--- config.mk ---
export PLATFORM = sky130hd
export DESIGN_NAME = c2h_desc_scheduler_flat
export DESIGN_NICKNAME = d
export VERILOG_FILES = /design/src/rtl/c2h_dma_pkg.sv /design/src/rtl/c2h_desc_scheduler_if.sv /design/src/rtl/rr_arbiter.sv /design/src/rtl/c2h_desc_scheduler.sv /design/src/flat_wrapper.sv
export SDC_FILE = /design/constraint.sdc
export NUM_CORES = 1
export LEC_CHECK = 0
export BUFFER_PORTS_ARGS = -buffer_cell sky130_fd_sc_hd__buf_2
export CORE_MARGIN = 2
export CORE_UTILIZATION = 30
export CTS_CLUSTER_DIAMETER = 100
export DETAILED_ROUTE_END_ITERATION = 10
export PLACE_DENSITY = 0.49
export SYNTH_ARGS = -nofsm -noshare
export SYNTH_HDL_FRONTEND = slang
export SYNTH_SLANG_ARGS = --single-unit
--- constraint.sdc ---
create_clock -name clk -period 21.9 [get_ports clk]
set_clock_uncertainty 0.2 [all_clocks]
set_input_delay 4.38 -clock clk [delete_from_list [all_inputs] [get_ports clk]]
set_output_delay 4.38 -clock clk [all_outputs]
set_load 0.02 [all_outputs]
--- src/rtl/c2h_dma_pkg.sv ---
// Shared types and helpers for the C2H descriptor scheduler.
// Holds the FSM encoding, the KiB shift constant and the length-clamp helpers.
package c2h_dma_pkg;

    typedef enum logic [1:0] {
        ST_IDLE     = 2'd0,
        ST_ARB      = 2'd1,
        ST_DESC     = 2'd2,
        ST_WAIT_STS = 2'd3
    } c2h_state_e;

    localparam int unsigned KB_SHIFT  = 10;
    localparam int unsigned LEN_CMP_W = 27;

    // Each port owns an equal slice of the on-chip RAM, so its base is idx << shift.
    function automatic int unsigned port_ram_shift(input int unsigned ram_w, input int unsigned ports);
        return ram_w - int'($clog2(ports));
    endfunction

    function automatic logic [LEN_CMP_W-1:0] min_len(input logic [LEN_CMP_W-1:0] a,
                                                     input logic [LEN_CMP_W-1:0] b);
        return (a < b) ? a : b;
    endfunction

endpackage

--- src/rtl/c2h_desc_scheduler_if.sv ---
// Write-descriptor issue channel plus its completion-status return path.
// The scheduler drives the descriptor side as master; the DMA engine is the slave.
interface c2h_desc_scheduler_if #(
    parameter int unsigned PCIE_ADDR_WIDTH = 64,
    parameter int unsigned RAM_ADDR_WIDTH  = 14,
    parameter int unsigned LEN_WIDTH       = 16,
    parameter int unsigned TAG_WIDTH       = 8
);
    logic [PCIE_ADDR_WIDTH-1:0] desc_pcie_addr;
    logic [RAM_ADDR_WIDTH-1:0]  desc_ram_addr;
    logic [LEN_WIDTH-1:0]       desc_len;
    logic [TAG_WIDTH-1:0]       desc_tag;
    logic                       desc_valid;
    logic                       desc_ready;
    logic [TAG_WIDTH-1:0]       sts_tag;
    logic                       sts_valid;

    modport master (
        output desc_pcie_addr, desc_ram_addr, desc_len, desc_tag, desc_valid,
        input  desc_ready, sts_tag, sts_valid
    );

    modport slave (
        input  desc_pcie_addr, desc_ram_addr, desc_len, desc_tag, desc_valid,
        output desc_ready, sts_tag, sts_valid
    );
endinterface

--- src/rtl/rr_arbiter.sv ---
// Combinational round-robin select: first requester at or after ptr, wrapping.
// PORTS must be a power of two so the index wraps by truncation.
module rr_arbiter #(
    parameter int unsigned PORTS = 4
) (
    input  logic [PORTS-1:0]         req,
    input  logic [$clog2(PORTS)-1:0] ptr,
    output logic [PORTS-1:0]         gnt_c,
    output logic [$clog2(PORTS)-1:0] idx_c,
    output logic                     found_c
);
    localparam int unsigned IDX_W = $clog2(PORTS);

    logic [IDX_W-1:0] cand;

    always_comb begin
        gnt_c   = '0;
        idx_c   = '0;
        found_c = 1'b0;
        cand    = '0;
        for (int unsigned i = 0; i < PORTS; i++) begin
            cand = ptr + IDX_W'(i);
            if (!found_c && req[cand]) begin
                found_c = 1'b1;
                idx_c   = cand;
            end
        end
        if (found_c) gnt_c[idx_c] = 1'b1;
    end
endmodule

--- src/rtl/c2h_desc_scheduler.sv ---
// C2H write-DMA sequencer: arbitrates port frame requests, issues one host-ring
// descriptor at a time and advances the ring slot on write-done status.
module c2h_desc_scheduler
    import c2h_dma_pkg::*;
#(
    parameter int unsigned PORTS           = 4,
    parameter int unsigned PCIE_ADDR_WIDTH = 64,
    parameter int unsigned RAM_ADDR_WIDTH  = 14,
    parameter int unsigned LEN_WIDTH       = 16,
    parameter int unsigned TAG_WIDTH       = 8,
    parameter int unsigned PCIE_RAM_NUM    = 4
) (
    input  logic                                    clk,
    input  logic                                    rst_n,
    input  logic                                    enable,
    input  logic [PORTS-1:0]                        enable_port,
    input  logic [PORTS-1:0]                        req_ready,
    input  logic [PORTS*LEN_WIDTH-1:0]              req_len,
    input  logic [PORTS*TAG_WIDTH-1:0]              req_tag,
    output logic [PORTS-1:0]                        grant,
    input  logic [PCIE_RAM_NUM*PCIE_ADDR_WIDTH-1:0] pcie_ram_base_addr,
    input  logic [15:0]                             pcie_buf_size_kb,
    input  logic [15:0]                             pcie_buf_cnt_max,
    c2h_desc_scheduler_if.master                    desc,
    output logic [$clog2(PCIE_RAM_NUM)-1:0]         buf_sel,
    output logic [15:0]                             buf_cnt,
    output logic                                    busy,
    output logic                                    err_oversize,
    output logic                                    err_tag
);
    localparam int unsigned IDX_W     = $clog2(PORTS);
    localparam int unsigned SEL_W     = $clog2(PCIE_RAM_NUM);
    localparam int unsigned RAM_SHIFT = port_ram_shift(RAM_ADDR_WIDTH, PORTS);

    c2h_state_e                 state;
    logic [IDX_W-1:0]           rr_ptr;
    logic [IDX_W-1:0]           port_idx;
    logic [PORTS-1:0]           port_onehot;

    logic [PORTS-1:0]           eligible_c;
    logic [PORTS-1:0]           arb_gnt_c;
    logic [IDX_W-1:0]           arb_idx_c;
    logic                       arb_found_c;
    logic [LEN_WIDTH-1:0]       sel_len_c;
    logic [TAG_WIDTH-1:0]       sel_tag_c;
    logic [PCIE_ADDR_WIDTH-1:0] sel_base_c;
    logic [31:0]                slot_prod_c;
    logic [41:0]                slot_off_c;
    logic [LEN_CMP_W-1:0]       size_bytes_c;
    logic [LEN_CMP_W-1:0]       req_len_ext_c;
    logic [15:0]                cnt_max_c;
    logic [16:0]                cnt_next_c;

    assign eligible_c = req_ready & enable_port;

    rr_arbiter #(.PORTS(PORTS)) u_arb (
        .req     (eligible_c),
        .ptr     (rr_ptr),
        .gnt_c   (arb_gnt_c),
        .idx_c   (arb_idx_c),
        .found_c (arb_found_c)
    );

    // Descriptor field datapath, evaluated against the live config during ARB.
    always_comb begin
        sel_len_c     = req_len[int'(arb_idx_c)*LEN_WIDTH +: LEN_WIDTH];
        sel_tag_c     = req_tag[int'(arb_idx_c)*TAG_WIDTH +: TAG_WIDTH];
        sel_base_c    = pcie_ram_base_addr[int'(buf_sel)*PCIE_ADDR_WIDTH +: PCIE_ADDR_WIDTH];
        slot_prod_c   = 32'(buf_cnt) * 32'(pcie_buf_size_kb);
        slot_off_c    = 42'(slot_prod_c) << KB_SHIFT;
        size_bytes_c  = LEN_CMP_W'(pcie_buf_size_kb) << KB_SHIFT;
        req_len_ext_c = LEN_CMP_W'(sel_len_c);
        cnt_max_c     = (pcie_buf_cnt_max == 16'd0) ? 16'd1 : pcie_buf_cnt_max;
        cnt_next_c    = 17'(buf_cnt) + 17'd1;
    end

    always_ff @(posedge clk or negedge rst_n) begin
        if (!rst_n) begin
            state               <= ST_IDLE;
            rr_ptr              <= '0;
            port_idx            <= '0;
            port_onehot         <= '0;
            grant               <= '0;
            buf_sel             <= '0;
            buf_cnt             <= '0;
            busy                <= 1'b0;
            err_oversize        <= 1'b0;
            err_tag             <= 1'b0;
            desc.desc_pcie_addr <= '0;
            desc.desc_ram_addr  <= '0;
            desc.desc_len       <= '0;
            desc.desc_tag       <= '0;
            desc.desc_valid     <= 1'b0;
        end else begin
            grant        <= '0;
            err_oversize <= 1'b0;
            // Stray status outside the wait window is dropped but flagged.
            err_tag      <= desc.sts_valid && (state != ST_WAIT_STS);

            unique case (state)
                ST_IDLE: begin
                    if (enable && (pcie_buf_size_kb != 16'd0) && (|eligible_c)) begin
                        state <= ST_ARB;
                        busy  <= 1'b1;
                    end
                end
                ST_ARB: begin
                    if (arb_found_c) begin
                        port_idx            <= arb_idx_c;
                        port_onehot         <= arb_gnt_c;
                        desc.desc_pcie_addr <= sel_base_c + PCIE_ADDR_WIDTH'(slot_off_c);
                        desc.desc_ram_addr  <= RAM_ADDR_WIDTH'(arb_idx_c) << RAM_SHIFT;
                        desc.desc_len       <= LEN_WIDTH'(min_len(req_len_ext_c, size_bytes_c));
                        desc.desc_tag       <= sel_tag_c;
                        desc.desc_valid     <= 1'b1;
                        err_oversize        <= (req_len_ext_c > size_bytes_c);
                        state               <= ST_DESC;
                    end else begin
                        state <= ST_IDLE;
                        busy  <= 1'b0;
                    end
                end
                ST_DESC: begin
                    if (desc.desc_ready) begin
                        desc.desc_valid <= 1'b0;
                        grant           <= port_onehot;
                        rr_ptr          <= port_idx + IDX_W'(1);
                        state           <= ST_WAIT_STS;
                    end
                end
                ST_WAIT_STS: begin
                    if (desc.sts_valid) begin
                        err_tag <= (desc.sts_tag != desc.desc_tag);
                        if (cnt_next_c >= 17'(cnt_max_c)) begin
                            buf_cnt <= '0;
                            buf_sel <= (buf_sel == SEL_W'(PCIE_RAM_NUM - 1)) ? '0 : buf_sel + SEL_W'(1);
                        end else begin
                            buf_cnt <= cnt_next_c[15:0];
                        end
                        state <= ST_IDLE;
                        busy  <= 1'b0;
                    end
                end
                default: begin
                    state <= ST_IDLE;
                    busy  <= 1'b0;
                end
            endcase
        end
    end
endmodule
--- src/flat_wrapper.sv ---
// flat-port wrapper written by rule: the top's interface ports become plain ports
module c2h_desc_scheduler_flat import c2h_dma_pkg::*;
#(
    parameter int unsigned PORTS           = 4,
    parameter int unsigned PCIE_ADDR_WIDTH = 64,
    parameter int unsigned RAM_ADDR_WIDTH  = 14,
    parameter int unsigned LEN_WIDTH       = 16,
    parameter int unsigned TAG_WIDTH       = 8,
    parameter int unsigned PCIE_RAM_NUM    = 4
)
  (clk, rst_n, enable, enable_port, req_ready, req_len, req_tag, grant, pcie_ram_base_addr, pcie_buf_size_kb, pcie_buf_cnt_max, buf_sel, buf_cnt, busy, err_oversize, err_tag, desc_desc_pcie_addr, desc_desc_ram_addr, desc_desc_len, desc_desc_tag, desc_desc_valid, desc_desc_ready, desc_sts_tag, desc_sts_valid);
  c2h_desc_scheduler_if #(.PCIE_ADDR_WIDTH(PCIE_ADDR_WIDTH), .RAM_ADDR_WIDTH(RAM_ADDR_WIDTH), .LEN_WIDTH(LEN_WIDTH), .TAG_WIDTH(TAG_WIDTH)) desc_i ();
  input  logic clk;
  input  logic rst_n;
  input  logic enable;
  input  logic [PORTS-1:0] enable_port;
  input  logic [PORTS-1:0] req_ready;
  input  logic [PORTS*LEN_WIDTH-1:0] req_len;
  input  logic [PORTS*TAG_WIDTH-1:0] req_tag;
  output logic [PORTS-1:0] grant;
  input  logic [PCIE_RAM_NUM*PCIE_ADDR_WIDTH-1:0] pcie_ram_base_addr;
  input  logic [15:0] pcie_buf_size_kb;
  input  logic [15:0] pcie_buf_cnt_max;
  output logic [$clog2(PCIE_RAM_NUM)-1:0] buf_sel;
  output logic [15:0] buf_cnt;
  output logic busy;
  output logic err_oversize;
  output logic err_tag;
  output wire logic [$bits(desc_i.desc_pcie_addr)-1:0] desc_desc_pcie_addr;
  output wire logic [$bits(desc_i.desc_ram_addr)-1:0] desc_desc_ram_addr;
  output wire logic [$bits(desc_i.desc_len)-1:0] desc_desc_len;
  output wire logic [$bits(desc_i.desc_tag)-1:0] desc_desc_tag;
  output wire logic [$bits(desc_i.desc_valid)-1:0] desc_desc_valid;
  input wire logic [$bits(desc_i.desc_ready)-1:0] desc_desc_ready;
  input wire logic [$bits(desc_i.sts_tag)-1:0] desc_sts_tag;
  input wire logic [$bits(desc_i.sts_valid)-1:0] desc_sts_valid;
  assign desc_desc_pcie_addr = desc_i.desc_pcie_addr;
  assign desc_desc_ram_addr = desc_i.desc_ram_addr;
  assign desc_desc_len = desc_i.desc_len;
  assign desc_desc_tag = desc_i.desc_tag;
  assign desc_desc_valid = desc_i.desc_valid;
  assign desc_i.desc_ready = desc_desc_ready;
  assign desc_i.sts_tag = desc_sts_tag;
  assign desc_i.sts_valid = desc_sts_valid;
  c2h_desc_scheduler #(.PORTS(PORTS), .PCIE_ADDR_WIDTH(PCIE_ADDR_WIDTH), .RAM_ADDR_WIDTH(RAM_ADDR_WIDTH), .LEN_WIDTH(LEN_WIDTH), .TAG_WIDTH(TAG_WIDTH), .PCIE_RAM_NUM(PCIE_RAM_NUM)) u_core (.clk(clk), .rst_n(rst_n), .enable(enable), .enable_port(enable_port), .req_ready(req_ready), .req_len(req_len), .req_tag(req_tag), .grant(grant), .pcie_ram_base_addr(pcie_ram_base_addr), .pcie_buf_size_kb(pcie_buf_size_kb), .pcie_buf_cnt_max(pcie_buf_cnt_max), .desc(desc_i), .buf_sel(buf_sel), .buf_cnt(buf_cnt), .busy(busy), .err_oversize(err_oversize), .err_tag(err_tag));
endmodule
## Word-level counts from Yosys, hierarchy flattened

Index checks and enable logic that the tools add are counted.

- Add/subtract/negate cells: 7
- $mul: 1
- Magnitude comparators: 9
- Eq/ne operators: 11
- Shift-type cells: 3
- Muxes and demuxes: 40
- Bitwise operators: 1
- Reduce and logical (&&, ||, !) cells: 23

Operator list:

| cell | number |
|---|---|
| $shiftx A256 B9 Y64 | 1 |
| $add A64 B42 Y64 | 1 |
| $shiftx A64 B7 Y16 | 1 |
| $mux W16 | 3 |
| $mul A16 B16 Y32 | 1 |
| $shiftx A32 B6 Y8 | 1 |
| $gt A16 B26 Y1 | 1 |
| $lt A16 B26 Y1 | 1 |
| $mux W1 | 18 |
| $mux W2 | 9 |
| $add A16 B1 Y17 const B | 1 |
| $ge A17 B16 Y1 | 1 |
| $logic_not A16 Y1 | 1 |
| $reduce_bool A16 Y1 | 1 |
| $lt A2 B3 Y1 const B | 5 |
| $reduce_and A3 Y1 | 3 |
| $bmux W1 S2 | 4 |
| $mux W4 | 2 |
| $ne A2 B2 Y1 const B | 4 |
| $ne A8 B8 Y1 | 1 |
| $pmux W2 S4 | 1 |
| $logic_and A1 B1 Y1 | 7 |
| $add A2 B1 Y2 const B | 3 |
| $eq A2 B2 Y1 const B | 3 |
| other kinds (15) | 21 |

- Register bits: 124
- Output and inout bits: 128

## Depth between registers and ports, before layout

- Depth in word-level cells: 17
- Mapped depth: 34

## By module

Synthesis repeated with hierarchy kept, for this count alone.

- Cells, all modules: 2067
- Area total of the unflattened synthesis: 18699.2 µm²

Modules (own cells, without submodules):

| module | instances | cells each | area an instance (µm²) | seq. area each (µm²) |
|---|---|---|---|---|
| c2h_desc_scheduler | 1 | 2035 | 18516.5 | 3103.0 |
| rr_arbiter | 1 | 32 | 182.7 | 0.0 |

## Worst setup path after synthesis

No wires, ideal clock.

- Path type: input port to flip-flop
- Start: input pcie_buf_size_kb[9]
- End: register u_core.desc.desc_pcie_addr[44]
- Library setup time: 0.134 ns
- Arrival: 12.060 ns
- Path slack: 9.506 ns
- Stages: 31
- Buffers on the path: 2
- Cell sequence: clkbuf_1 > clkbuf_1 > nand2_1 > fa_1 > inv_1 > fa_1 > inv_1 > fa_1 > inv_1 > fa_1 > fa_1 > inv_1 > fa_1 > inv_1 > ha_1 > and4_1 > and2_1 > a22oi_1 > o31ai_1 > o41ai_2 > a21boi_0 > a311o_1 > ha_1 > and3_1 > and2_1 > a221o_1 > nor4_4 > nor3_1 > o211ai_1 > xor2_1 > o21ai_0

- Cells in the longest elaborated chain, start to end: 2

Ends and longest elaborated chain:

| element | RTL line | text |
|---|---|---|
| start, declared | flat_wrapper.sv:22 | `input logic [15:0] pcie_buf_size_kb;` |
| $mul A16 B16 Y32 | c2h_desc_scheduler.sv:69 | `slot_prod_c = 32'(buf_cnt) * 32'(pcie_buf_size_kb);` |
| $add A64 B42 Y64 | c2h_desc_scheduler.sv:111 | `desc.desc_pcie_addr <= sel_base_c + PCIE_ADDR_WIDTH'(slot_off_c);` |
| end signal, assigned | c2h_desc_scheduler.sv:111 |  |
| end, declared | c2h_desc_scheduler_if.sv:19 | `output desc_pcie_addr, desc_ram_addr, desc_len, desc_tag, desc_valid,` |

Every way passes these cells.
A chain may end at the register's enable or synchronous reset.

## Final worst setup path

- Start: input pcie_buf_size_kb[12]
- End: register u_core.desc.desc_pcie_addr[49]

The elaborated chain is that of the path after synthesis.

==> qor.csv <==
metric,value,unit
worst-path-max-fanout,17,
syn_area,18800,sq um
die_h,254,um
grt_max_degree,102,
yosysMostFrequentCell,nand2_1,
netlist_instances,2087,
worst-path-stages,29,
synth_ff_type,dfrtp_1,
vias,16361,
synth_area_leader_cell,fa_1,
insertion_delay,0.44,ns
dr.first_iter.drc_count,711,
antenna_found_initial,3,
max_cap_viol_count,0,
grt_use_met2,0.337,
worst_pin_slew,1.11,ns
critPathMaxStageDelay,0.87,ns
instances_no_fill,3376,
dp.cells,3344,
cpMostUsedCell,fa_1,
synthToLayoutAreaGrowth,20.6,%
cts_tree,yes,
synth_seq_cells,124,
cts_setup_buffers,0,
diodes,0,
track_usage,0.198,
cp_slowest_cell,o21ai_1,
grt_use_met3,0.0339,
crit_start,pcie_buf_size_kb[12],
synth-edff-count,0,
vdd_drop_max,62.3,uV
dp_hpwl,53200,um
drive_gt1_frac,0.261,
detail_route.drc_violations,0,
port_buffers,520,
startpoint_type,primary input,
fillers,6454,
dieArea,64700,sq um
gp_congestion,0.886,
power.density,104,nW/um^2
holdPathStages,2,
cts_resized,0,
core_area,61800,sq um
status,finished clean,
drv_slew,0,
cts.clk_slew.worst_paths,0.07,ns
synth.avg_cell_area,9.01,sq um
drt_pass1_iterations,5,
viasPerCell,4.85,
cp_num_buf_inv,4,
ys_warn_count,0,
rr_startpoint,u_core.buf_cnt[3]$_DFFE_PN0P_,
seq_area_frac_synth,0.165,
fmax,0.0760,GHz
fin_crit_sh,0.601,
period_minus_slack,13.16,ns
leakagePower,0.0115,uW
nets,3286,
grt_pass1_wl,98000,um
crit_path_end,u_core.desc.desc_pcie_addr[49]$_DFFE_PN0P_,
rsz0062_at_grt,false,
r2r_end,u_core.desc.desc_pcie_addr[49]$_DFFE_PN0P_,
fin_setup_tns,0,ns
gr-usage-met1,0.258,
floorplan.initialDensity,0.304,
grt_pass1_vias,17098,
root_buffer,clkbuf_16,
synthArstFlopShare,1.00,
cts_hold_buf,0,
htreeDepth,4,
arrival,13.26,ns
grt-ovfl-total,0,
rrSetupSlack,12.02,ns
netlist_top_cells_count,"nand2_1 (342), inv_1 (267), fa_1 (195)",
relSlewSlack,0.258,
ys_types,74,
die_w,254,um
end_kind,register,
required,21.99,ns
row_count,91,
hp-class,register to register,
ys_top_cells_by_area,"fa_1 (21%), dfrtp_1 (16%), ha_1 (11%), nand2_1 (6.8%), mux4_2 (6.2%)",
reg2reg_depth,27,
synth_top_area_share,0.207,
ant_nets,0,
critPathTopFamily,adder cells,
cts_max_path_buffers,2,
crit_type,primary input to register,
hold_viol,0,
setup_viol,0,
busiest_layer,met2,
post_drt_wl_per_cell,18.8,um
totalWireLength,63600,um
numClockSinks,124,
ios,533,
cts_inserted_buffers,17,
## where the power goes
part | internal [uW] | switching, uW
clock | 173 | 124
sequential | 320 | 65.4
combinational | 642 | 1030
total | 1140 | 1220
## tightest hold or removal path, cell delays in order, from the launching register on
cell and delay (ns):
dfrtp_1 0.34, nand2_1 0.04, o21ai_0 0.06
## kinds of logic after synthesis
| kind of cell | Yosys count | share of synthesized area |
|---|---|---|
| flip-flops | 124 | 0.165 |
| adder cells (fa/ha/maj) | 355 | 0.314 |
| AND/OR/NAND/NOR | 647 | 0.165 |
| AO/OA/AOI/OAI | 350 | 0.117 |
| XOR/XNOR | 98 | 0.0456 |
| multiplexers | 118 | 0.109 |
| buffers and inverters | 394 | 0.0837 |
| other | 1 | 0.000199 |
## sequential cells by signal (all words and copies together), names as in the netlist, named ones only
name and flops:
u_core.buf_sel 2, u_core.err_oversize 1, u_core.state 1, u_core.port_idx 2, u_core.grant 4, u_core.desc.desc_len 16, u_core.buf_cnt 16, u_core.rr_ptr 2
u_core.desc.desc_valid 1, u_core.err_tag 1, u_core.desc.desc_pcie_addr 64, u_core.busy 1, u_core.desc.desc_tag 8, u_core.port_onehot 4
## how the worst min path moves through the flow
stage | from | endpoint | slack (ns)
6_report | u_core.port_onehot[1]$_DFFE_PN0P_ | u_core.port_onehot[1]$_DFFE_PN0P_ | 0.27
5_1_grt | u_core.desc.desc_len[3]$_DFFE_PN0P_ | u_core.desc.desc_len[3]$_DFFE_PN0P_ | 0.30
4_1_cts | u_core.port_onehot[0]$_DFFE_PN0P_ | u_core.port_onehot[0]$_DFFE_PN0P_ | 0.27
3_5_place_dp | u_core.port_onehot[0]$_DFFE_PN0P_ | u_core.port_onehot[0]$_DFFE_PN0P_ | 0.26
3_3_place_gp | u_core.port_onehot[3]$_DFFE_PN0P_ | u_core.port_onehot[3]$_DFFE_PN0P_ | 0.24
2_1_floorplan | u_core.port_onehot[3]$_DFFE_PN0P_ | u_core.port_onehot[3]$_DFFE_PN0P_ | 0.23
## placed cells by master, fill, tap and decap left out, types with 44 or more instances in the layout
master / instances
dfrtp_1: 122
nand2_1: 342
fa_1: 195
mux4_2: 52
o21ai_0: 118
ha_1: 160
and2_1: 133
a21oi_1: 62
inv_1: 267
nor2_1: 44
buf_2: 519
xnor2_1: 60
## routing by layer
layer	share of wire	wire length, um	up-vias
met5	0.00071	45	-
met4	0.022	1380	6
met3	0.052	3340	52
met2	0.50	31600	479
met1	0.43	27200	8001
li1	-	-	7823
## layout make-up
class | count | area, sq um | area share
timing repair buffer | 536 | 2730 | 0.120
inverter | 267 | 1000 | 0.0442
clock buffer | 19 | 443 | 0.0195
sequential | 124 | 3110 | 0.137
tap | 837 | 1050 | 0.0461
multi-input combinational | 1580 | 14200 | 0.626
clock inverter | 13 | 155 | 0.00684
## metrics by stage
| step | utilization | setup WS, ns | hold slack [ns] | area, sq um | power (uW) |
|---|---|---|---|---|---|
| CTS | 0.367 | 8.69 | 0.273 | 22700 | 2410 |
| floorplan | - | 9.51 | 0.230 | 18900 | 1550 |
| finish | 0.367 | 8.74 | 0.271 | 22700 | 2360 |
| detailed placement | 0.357 | 8.25 | 0.258 | 22100 | 2080 |
| global route | 0.367 | 7.99 | 0.296 | 22700 | 2620 |
| global placement | 0.357 | 8.41 | 0.243 | 22100 | 2080 |
No activity file was read; power rests on OpenSTA's default activity.
